==> src/rtl/bomb_ctrl_if.sv <==
// rtl/bomb_ctrl_if.sv - player/bomb controller signal bundle
// Purpose: groups the player-side request/position inputs and the bomb/blast
//          outputs of bomb_ctrl into one interface.
// Signals:
//   allow        game-state code (freeze codes 00000, 00001, 11111)
//   bomb_drop    drop request level
//   userX/userY  player top-left position
//   bomb_active, bombX, bombY             armed bomb status and tile origin
//   blast_active, blastH*, blastV*        blast arm rectangles
// Modports: master = player side, slave = bomb_ctrl.
interface bomb_ctrl_if;
  logic [4:0] allow;
  logic       bomb_drop;
  logic [9:0] userX;
  logic [9:0] userY;
  logic       bomb_active;
  logic [9:0] bombX;
  logic [9:0] bombY;
  logic       blast_active;
  logic [9:0] blastHX;
  logic [9:0] blastHY;
  logic [9:0] blastHXS;
  logic [9:0] blastHYS;
  logic [9:0] blastVX;
  logic [9:0] blastVY;
  logic [9:0] blastVXS;
  logic [9:0] blastVYS;

  modport master (
    output allow, bomb_drop, userX, userY,
    input  bomb_active, bombX, bombY, blast_active,
    input  blastHX, blastHY, blastHXS, blastHYS,
    input  blastVX, blastVY, blastVXS, blastVYS
  );

  modport slave (
    input  allow, bomb_drop, userX, userY,
    output bomb_active, bombX, bombY, blast_active,
    output blastHX, blastHY, blastHXS, blastHYS,
    output blastVX, blastVY, blastVXS, blastVYS
  );
endinterface

==> src/rtl/bomb_ctrl.sv <==
// rtl/bomb_ctrl.sv - single-player bomb lifecycle controller
// Purpose: snaps a dropped bomb to the 32-px tile grid, runs the fuse, then
//          drives cross-shaped blast rectangles for BLAST_FRAMES frames.
// Ports:
//   frame_clk  frame clock (only clock)
//   Reset      synchronous active-high reset
//   bus        bomb_ctrl_if.slave (allow, bomb_drop, userX/userY in;
//              bomb/blast status and rectangles out)
// Parameters: FUSE_FRAMES, BLAST_FRAMES, RANGE (arm length in tiles).
// Optional feature macro: BOMB_REMOTE_DET_EN - a second drop edge while armed
//   detonates the bomb early.
module bomb_ctrl #(
  parameter int FUSE_FRAMES  = 120,
  parameter int BLAST_FRAMES = 30,
  parameter int RANGE        = 2
) (
  input logic       frame_clk,
  input logic       Reset,
  bomb_ctrl_if.slave bus
);

  localparam logic [15:0] FUSE_LOAD  = 16'(FUSE_FRAMES - 1);
  localparam logic [15:0] BLAST_LOAD = 16'(BLAST_FRAMES - 1);
  localparam logic [11:0] ARM_LEN    = 12'(RANGE * 32);

  typedef enum logic [1:0] {IDLE, ARMED, BLAST} state_t;

  state_t      state_q;
  logic        drop_q;
  logic [15:0] fuse_cnt_q;
  logic [15:0] blast_cnt_q;
  logic        bomb_active_q;
  logic        blast_active_q;
  logic [9:0]  bombX_q, bombY_q;
  logic [9:0]  blastHX_q, blastHY_q, blastHXS_q, blastHYS_q;
  logic [9:0]  blastVX_q, blastVY_q, blastVXS_q, blastVYS_q;

  logic        run_d;
  logic        edge_d;
  logic [9:0]  tx_raw_d, ty_raw_d;
  logic [9:0]  tx_d, ty_d;
  logic [11:0] bx_d, by_d;
  logic [11:0] hx_d, vy_d;
  logic [11:0] hend_d, vend_d;

  always_comb begin
    run_d  = !(bus.allow inside {5'b00000, 5'b00001, 5'b11111});
    edge_d = bus.bomb_drop & ~drop_q;

    // Sprite centre (18x26) rounded down to the tile, kept inside the arena.
    tx_raw_d = (bus.userX + 10'd9) & 10'h3E0;
    ty_raw_d = (bus.userY + 10'd13) & 10'h3E0;
    tx_d = (tx_raw_d < 10'd32) ? 10'd32 : (tx_raw_d > 10'd576) ? 10'd576 : tx_raw_d;
    ty_d = (ty_raw_d < 10'd32) ? 10'd32 : (ty_raw_d > 10'd416) ? 10'd416 : ty_raw_d;

    // Arm extents from the latched tile; 12-bit math so neither the start
    // can wrap below zero nor the end overflow before clamping.
    bx_d   = {2'b00, bombX_q};
    by_d   = {2'b00, bombY_q};
    hx_d   = (bx_d >= 12'd32 + ARM_LEN) ? bx_d - ARM_LEN : 12'd32;
    vy_d   = (by_d >= 12'd32 + ARM_LEN) ? by_d - ARM_LEN : 12'd32;
    hend_d = (bx_d + ARM_LEN + 12'd32 < 12'd608) ? bx_d + ARM_LEN + 12'd32 : 12'd608;
    vend_d = (by_d + ARM_LEN + 12'd32 < 12'd448) ? by_d + ARM_LEN + 12'd32 : 12'd448;
  end

  always_ff @(posedge frame_clk) begin
    if (Reset) begin
      state_q        <= IDLE;
      drop_q         <= 1'b0;
      fuse_cnt_q     <= '0;
      blast_cnt_q    <= '0;
      bomb_active_q  <= 1'b0;
      blast_active_q <= 1'b0;
      bombX_q        <= '0;
      bombY_q        <= '0;
      blastHX_q      <= '0;
      blastHY_q      <= '0;
      blastHXS_q     <= '0;
      blastHYS_q     <= '0;
      blastVX_q      <= '0;
      blastVY_q      <= '0;
      blastVXS_q     <= '0;
      blastVYS_q     <= '0;
    end else begin
      // Sampled even while frozen so a key held across a freeze never
      // produces a late edge.
      drop_q <= bus.bomb_drop;
      if (run_d) begin
        case (state_q)
          IDLE: begin
            if (edge_d) begin
              bombX_q       <= tx_d;
              bombY_q       <= ty_d;
              fuse_cnt_q    <= FUSE_LOAD;
              bomb_active_q <= 1'b1;
              state_q       <= ARMED;
            end
          end
          ARMED: begin
            if (fuse_cnt_q == 16'd0) begin
              state_q        <= BLAST;
              bomb_active_q  <= 1'b0;
              blast_active_q <= 1'b1;
              blast_cnt_q    <= BLAST_LOAD;
              blastHX_q      <= hx_d[9:0];
              blastHY_q      <= bombY_q;
              blastHXS_q     <= 10'(hend_d - hx_d);
              blastHYS_q     <= 10'd32;
              blastVX_q      <= bombX_q;
              blastVY_q      <= vy_d[9:0];
              blastVXS_q     <= 10'd32;
              blastVYS_q     <= 10'(vend_d - vy_d);
            end else begin
`ifdef BOMB_REMOTE_DET_EN
              fuse_cnt_q <= edge_d ? 16'd0 : fuse_cnt_q - 16'd1;
`else
              fuse_cnt_q <= fuse_cnt_q - 16'd1;
`endif
            end
          end
          BLAST: begin
            if (blast_cnt_q == 16'd0) begin
              state_q        <= IDLE;
              blast_active_q <= 1'b0;
              blastHX_q      <= '0;
              blastHY_q      <= '0;
              blastHXS_q     <= '0;
              blastHYS_q     <= '0;
              blastVX_q      <= '0;
              blastVY_q      <= '0;
              blastVXS_q     <= '0;
              blastVYS_q     <= '0;
            end else begin
              blast_cnt_q <= blast_cnt_q - 16'd1;
            end
          end
          default: state_q <= IDLE;
        endcase
      end
    end
  end

  assign bus.bomb_active  = bomb_active_q;
  assign bus.bombX        = bombX_q;
  assign bus.bombY        = bombY_q;
  assign bus.blast_active = blast_active_q;
  assign bus.blastHX      = blastHX_q;
  assign bus.blastHY      = blastHY_q;
  assign bus.blastHXS     = blastHXS_q;
  assign bus.blastHYS     = blastHYS_q;
  assign bus.blastVX      = blastVX_q;
  assign bus.blastVY      = blastVY_q;
  assign bus.blastVXS     = blastVXS_q;
  assign bus.blastVYS     = blastVYS_q;

endmodule

==> src/flat_wrapper.sv <==
// flat-port wrapper written by rule: the top's interface ports become plain ports
module bomb_ctrl_flat 
#(
  parameter int FUSE_FRAMES  = 120,
  parameter int BLAST_FRAMES = 30,
  parameter int RANGE        = 2
)
  (frame_clk, Reset, bus_allow, bus_bomb_drop, bus_userX, bus_userY, bus_bomb_active, bus_bombX, bus_bombY, bus_blast_active, bus_blastHX, bus_blastHY, bus_blastHXS, bus_blastHYS, bus_blastVX, bus_blastVY, bus_blastVXS, bus_blastVYS);
  bomb_ctrl_if bus_i ();
  input logic frame_clk;
  input logic Reset;
  input wire logic [$bits(bus_i.allow)-1:0] bus_allow;
  input wire logic [$bits(bus_i.bomb_drop)-1:0] bus_bomb_drop;
  input wire logic [$bits(bus_i.userX)-1:0] bus_userX;
  input wire logic [$bits(bus_i.userY)-1:0] bus_userY;
  output wire logic [$bits(bus_i.bomb_active)-1:0] bus_bomb_active;
  output wire logic [$bits(bus_i.bombX)-1:0] bus_bombX;
  output wire logic [$bits(bus_i.bombY)-1:0] bus_bombY;
  output wire logic [$bits(bus_i.blast_active)-1:0] bus_blast_active;
  output wire logic [$bits(bus_i.blastHX)-1:0] bus_blastHX;
  output wire logic [$bits(bus_i.blastHY)-1:0] bus_blastHY;
  output wire logic [$bits(bus_i.blastHXS)-1:0] bus_blastHXS;
  output wire logic [$bits(bus_i.blastHYS)-1:0] bus_blastHYS;
  output wire logic [$bits(bus_i.blastVX)-1:0] bus_blastVX;
  output wire logic [$bits(bus_i.blastVY)-1:0] bus_blastVY;
  output wire logic [$bits(bus_i.blastVXS)-1:0] bus_blastVXS;
  output wire logic [$bits(bus_i.blastVYS)-1:0] bus_blastVYS;
  assign bus_i.allow = bus_allow;
  assign bus_i.bomb_drop = bus_bomb_drop;
  assign bus_i.userX = bus_userX;
  assign bus_i.userY = bus_userY;
  assign bus_bomb_active = bus_i.bomb_active;
  assign bus_bombX = bus_i.bombX;
  assign bus_bombY = bus_i.bombY;
  assign bus_blast_active = bus_i.blast_active;
  assign bus_blastHX = bus_i.blastHX;
  assign bus_blastHY = bus_i.blastHY;
  assign bus_blastHXS = bus_i.blastHXS;
  assign bus_blastHYS = bus_i.blastHYS;
  assign bus_blastVX = bus_i.blastVX;
  assign bus_blastVY = bus_i.blastVY;
  assign bus_blastVXS = bus_i.blastVXS;
  assign bus_blastVYS = bus_i.blastVYS;
  bomb_ctrl #(.FUSE_FRAMES(FUSE_FRAMES), .BLAST_FRAMES(BLAST_FRAMES), .RANGE(RANGE)) u_core (.frame_clk(frame_clk), .Reset(Reset), .bus(bus_i));
endmodule
==> config.mk <==
export PLATFORM = sky130hd
export DESIGN_NAME = bomb_ctrl_flat
export DESIGN_NICKNAME = d
export VERILOG_FILES = /design/src/rtl/bomb_ctrl_if.sv /design/src/rtl/bomb_ctrl.sv /design/src/flat_wrapper.sv
export SDC_FILE = /design/constraint.sdc
export NUM_CORES = 1
export LEC_CHECK = 0
export CORE_ASPECT_RATIO = 1.25
export CORE_MARGIN = 2
export CORE_UTILIZATION = 35
export CTS_CLUSTER_DIAMETER = 50
export DETAILED_ROUTE_END_ITERATION = 6
export PLACE_DENSITY = 0.69
export SYNTH_ARGS = -nofsm -noshare
export SYNTH_HDL_FRONTEND = slang
export SYNTH_SLANG_ARGS = --single-unit
export TNS_END_PERCENT = 5
==> constraint.sdc <==
create_clock -name frame_clk -period 3.3 [get_ports frame_clk]
set_input_delay 0.825 -clock frame_clk [delete_from_list [all_inputs] [get_ports frame_clk]]
set_output_delay 0.825 -clock frame_clk [all_outputs]
set_load 0.02 [all_outputs]
# After elaboration in Yosys (flattened, before gate mapping)
# Cells that the tools add are included.
totals:
  reg_bits: 127
  input_bits: 28
  output_inout_bits: 102
  elab_cells: 99
op_classes:
  add_sub_neg: 12
  n_lt_le_gt_ge: 8
  eq_ne: 9
  n_mux: 39
  n_bitwise: 3
  reduce_logical: 13
ops:
  columns: ["cell", "count"]
  rows:
  - ["$mux 10", 16]
  - ["$pmux 10 s2", 7]
  - ["$mux 16", 4]
  - ["$pmux 16 s2", 2]
  - ["$logic_not 16->1", 2]
  - ["$sub 16x1->16 const B", 2]
  - ["$add 11x6->12 const B", 2]
  - ["$add 10x7->11 const B", 2]
  - ["$add 10x4->10 const B", 2]
  - ["$ge 10x7->1 const B", 2]
  - ["$lt 10x6->1 const B", 2]
  - ["$reduce_and 4->1", 5]
  - ["$sub 10x10->10", 2]
  - ["$sub 10x7->10 const B", 2]
  - ["$lt 12x10->1 const B", 1]
  - ["$lt 12x9->1 const B", 1]
  - ["$gt 10x10->1 const B", 1]
  - ["$gt 10x9->1 const B", 1]
  - ["$mux 2", 3]
  - ["$ne 2x1->1 const B", 3]
  - ["$pmux 2 s3", 1]
  - ["$eq 5x1->1 const B", 1]
  - ["$eq 5x5->1 const B", 1]
  - ["$logic_not 5->1", 1]
  - ["11 further kinds", 18]

# Logic depth before layout (Yosys ltp)
depth:
  ltp_word: 7
  ltp_mapped: 15
  ltp_nobuf: 15

# Worst setup path before layout
# Ideal clock, no wire load.
synth_timing:
  path_type: "register to register"
  start: "reg u_core.bombY_q[6], in the netlist u_core.bus.bombY[6]"
  end: "reg u_core.blastVYS_q[9], in the netlist u_core.bus.blastVYS[9]"
  setup_time_ns: 0.128
  arrival_time_ns: 2.700
  required_ns: 3.172
  slack_ns: 0.471
  path_stages_with_launch: 16
  n_path_buf: 0
  synth_period_minus_slack_ns: 2.829
  cell_sequence: "dfxtp_1 -> inv_1 -> ha_1 -> a21o_1 -> a21oi_1 -> nor2_1 -> nor3_1 -> o21ai_0 -> nand2_1 -> ha_1 -> inv_1 -> fa_1 -> a21o_1 -> a21oi_1 -> xnor2_1 -> o21ai_1"
synth_between:
  elab_chain_len: 7
  word_cells_on_any_way: 10
synth_lines:
  columns: ["element", "line", "rtl"]
  rows:
  - ["from (decl)", "bomb_ctrl.sv:34", "logic [9:0] bombX_q, bombY_q;"]
  - ["from (signal assigned)", "bomb_ctrl.sv:93", "bombY_q <= ty_d;"]
  - ["$add 10x7->11", "bomb_ctrl.sv:63", "vend_d = (by_d + ARM_LEN + 12'd32 < 12'd448) ? by_d + ARM_LEN + 12'd32 : 12'd448;"]
  - ["$add 11x6->12", "bomb_ctrl.sv:63", null]
  - ["$lt 12x9->1", "bomb_ctrl.sv:63", null]
  - ["$mux 10", "bomb_ctrl.sv:63", null]
  - ["$sub 10x10->10 (*)", "bomb_ctrl.sv:112", "blastVYS_q <= 10'(vend_d - vy_d);"]
  - ["$mux 10 (*)", "bomb_ctrl.sv:100", "if (fuse_cnt_q == 16'd0) begin"]
  - ["$pmux 10 s2 (*)", "bomb_ctrl.sv:89", "case (state_q)"]
  - ["to (signal assigned)", "bomb_ctrl.sv:112", null]
  - ["to (decl)", "bomb_ctrl.sv:36", "logic [9:0] blastVX_q, blastVY_q, blastVXS_q, blastVYS_q;"]
# Every way passes the cells marked *; elsewhere a longest branch is shown, timed or not. The select of a mux whose other input is x is not followed.
# A chain may end at the register's enable or synchronous reset.

# Worst setup path after layout
# Same ends and word-level chain as after synthesis.

==> flow_summary.yaml <==
outcome:
  status: "complete, no violations"
timing:
  period_share_pct: 90.7
  clock_skew_ns: 0.00904
  fin_crit_ns: 2.99
  max_slew_margin_pct: 49.3
  holdWs_ns: 0.441
  setup_violations: 0
  rsz0062_at_grt: "no"
  max_freq_ghz: 0.334
  slew_viol_final: 0
  hold_viol_final: 0
  tightest_slew_ns: 0.760
  fin_setup_tns_ns: 0
routing:
  avgRoutedWirePerCell_um: 13.0
  vias_per_cell: 4.90
  initialDrtViolationCount: 221
  first_pass_iters: 4
  ant_nets: 0
  drc_errors: 0
  vias: 3943
  finalWirelength_um: 10500
power_and_ir_drop:
  power-per-cell-area_mw_per_mm2: 589
  ir_worst_vdd_mv: 0.271
  power_leakage_uw: 0.00221
placement:
  dp.final_hpwl_um: 7950
  place.gp.congestion: 0.852
  post_dp_cell_area_mm2: 0.00540
  io_buffers: 71
floorplanning:
  die_h_um: 134
  ios: 130
  dieWidth_um: 108
  start_util_pct: 35.7
  core_mm2: 0.0132
  dieArea_mm2: 0.0145
  placementRows: 47
logic_synthesis:
  synth-edff-count: 0
  ys_async_sr_fraction_pct: 0
  syn_area_per_cell_um2: 8.44
  synth_ff_type: "dfxtp_1"
  synth-seq-cells: 77
  yosysSeqAreaShare_pct: 32.6
  ys_warn_count: 0
  syn-cell-area_mm2: 0.00473
  synth_cells: 560
  ys_types: 70
global_route:
  antenna_found_initial: 0
  grt_pass1_vias: 3902
  grt_max_degree: 32
  grt_usage_pct: 14.8
  grt_pass1_wl_um: 17400
  grt-ovfl-total: 0
clocking:
  clk_pin_slew_ns: 0.07
  clk_latency_ns: 0.34
  post-cts-setup-buffer-count: 0
  cts_repair_resize_count: 0
  htree_levels: 3
  cts_buffer_depth: 2
  tritoncts: "yes"
  clock-root-buffer: "clkbuf_16"
  cts.sinks: 77
  cts_made_buffers: 9
  cts_hold_buf: 0
final_layout:
  areaGrowthSynthToFinish_pct: 20.9
  diodes: 0
  final_cell_area_mm2: 0.00571
  drive_gt1_share_pct: 8.36
  fillCellCount: 1281
  nNetsFinal: 680
job:
  cap_violations: 0
worst_setup_path:
  start_kind: "flop"
  endpoint_kind: "flop"
  crit_arrival_ns: 3.21
  crit_path_max_fanout: 8
  worstPathCellList: "inv_1 -> ha_1 -> a21o_1 -> a21oi_1 -> nor2_1 -> nor3_1 -> o21ai_0 -> nand2_1 -> ha_1 -> inv_1 -> fa_1 -> a21o_1 -> a21oi_1 -> xnor2_1 -> o21ai_1"
  critPathBufInv: 2
  required_ns: 3.52
  path_delay_family: "compound AO/OA/AOI/OAI gates"
  crit_slowest_cell: "dfxtp_1"
  slowest_delay_ns: 0.47
  crit_type: "flop to flop"
min_path:
  hp-class: "flop to flop"
-- layer usage --
| layer | part of all wire (%) | global-route usage (%) | vias up | routed length, um |
|---|---|---|---|---|
| li1 | - | - | 1987 | - |
| met5 | 0 | 0 | - | 0 |
| met4 | 1.4 | 6.77 | 0 | 142 |
| met1 | 42 | 17.1 | 1831 | 4440 |
| met2 | 52 | 26.2 | 111 | 5410 |
| met3 | 4.4 | 2.82 | 14 | 465 |
-- synthesized netlist by cell type, types with 14 or more instances --
cell       n  area [um^2]
xnor2_1   30          263
dfxtp_1   77         1540
nor3_1    14         70.1
ha_1      21          263
inv_1     16         60.1
nand2_1   53          199
a21oi_1   37          185
o21ai_1   20          100
nor2_1    44          165
clkbuf_1  16         60.1
buf_4     60          450
o21ai_0   16         80.1
-- where the power goes --
| group | switching, uW | total (uW) | internal (uW) |
|---|---|---|---|
| combinational | 690 | 1210 | 517 |
| sequential | 120 | 1140 | 1020 |
| clock | 405 | 1020 | 611 |
-- logic make-up after synthesis --
family | share of synthesized area, %
AOI/OAI and AO/OA | 17.3
DFF | 32.6
and+or+nand+nor | 24.0
other | 0.0794
xor gates and xnor gates | 6.49
muxes | 0.212
adders and majority gates | 6.41
buffers and inverters | 12.9
-- cells in the final DEF, fill, tap and decap left out, types with 6 or more instances in the layout --
master	netlist	routed
nor3_1	14	14
buf_4	60	11
inv_1	16	16
o21ai_0	16	16
dfxtp_1	77	77
a21oi_1	37	36
xnor2_1	30	30
nand2_1	53	53
a22o_1	9	9
nor4_1	6	6
clkdlybuf4s50_1	0	71
nand4_1	6	6
or3_1	10	10
clkbuf_16	0	9
nand2b_1	12	12
a21o_1	6	6
ha_1	21	21
nor2_1	44	44
nand3_1	12	12
o21ai_1	20	20
nor2b_1	6	6
conb_1	1	58
-- final cells by class --
class,count,area (um^2),share of cell area (%)
multi-input combinational,443,2790,48.9
clock inverter,6,71.3,1.25
clock buffer,10,239,4.18
inverter,16,60.1,1.05
tap,171,214,3.75
timing repair buffer,82,793,13.9
sequential,77,1540,27.0
-- through the flow --
stage	cells	utilization (%)	power (uW)	worst slack, ns
2_1_floorplan	617	-	2130	0.471
4_1_cts	805	43.2	3390	0.315
5_1_grt	805	43.2	3590	0.147
3_5_place_dp	789	40.8	2360	0.166
3_3_place_gp	789	40.8	2320	0.194
6_report	805	43.2	3370	0.307
-- sequential cells by signal, indices dropped and copies added (netlist names), 2 cells and up --
| register | cells |
|---|---|
| u_core.bus.blastVX | 5 |
| u_core.state_q | 2 |
| u_core.bus.blastVYS | 5 |
| u_core.bus.bombX | 5 |
| u_core.fuse_cnt_q | 16 |
| u_core.blast_cnt_q | 16 |
| u_core.bus.blastHX | 5 |
| u_core.bus.blastHY | 5 |
| u_core.bus.bombY | 5 |
| u_core.bus.blastVY | 5 |
| u_core.bus.blastHXS | 5 |
-- worst paths after layout --
kind                                       start                             endpoint  slack, ns  depth (start not counted)
max             u_core.bus.bombY[6]$_SDFFE_PP0P_  u_core.bus.blastVYS[9]$_SDFFE_PP0P_       0.31                         15
min reg2reg  u_core.bus.blastHXS[7]$_SDFFE_PP0P_  u_core.bus.blastHXS[7]$_SDFFE_PP0P_       0.44                          2
max reg2reg     u_core.bus.bombY[6]$_SDFFE_PP0P_  u_core.bus.blastVYS[9]$_SDFFE_PP0P_       0.31                         15
min          u_core.bus.blastHXS[7]$_SDFFE_PP0P_  u_core.bus.blastHXS[7]$_SDFFE_PP0P_       0.44                          2
-- worst register-to-register path, stage by stage, from the launching register on --
cell	delay (ns)
dfxtp_1	0.47
inv_1	0.16
ha_1	0.22
a21o_1	0.21
a21oi_1	0.16
nor2_1	0.06
nor3_1	0.16
o21ai_0	0.14
nand2_1	0.11
ha_1	0.14
inv_1	0.06
fa_1	0.40
a21o_1	0.19
a21oi_1	0.18
xnor2_1	0.14
o21ai_1	0.06
Power figures use the tool's default switching activity.
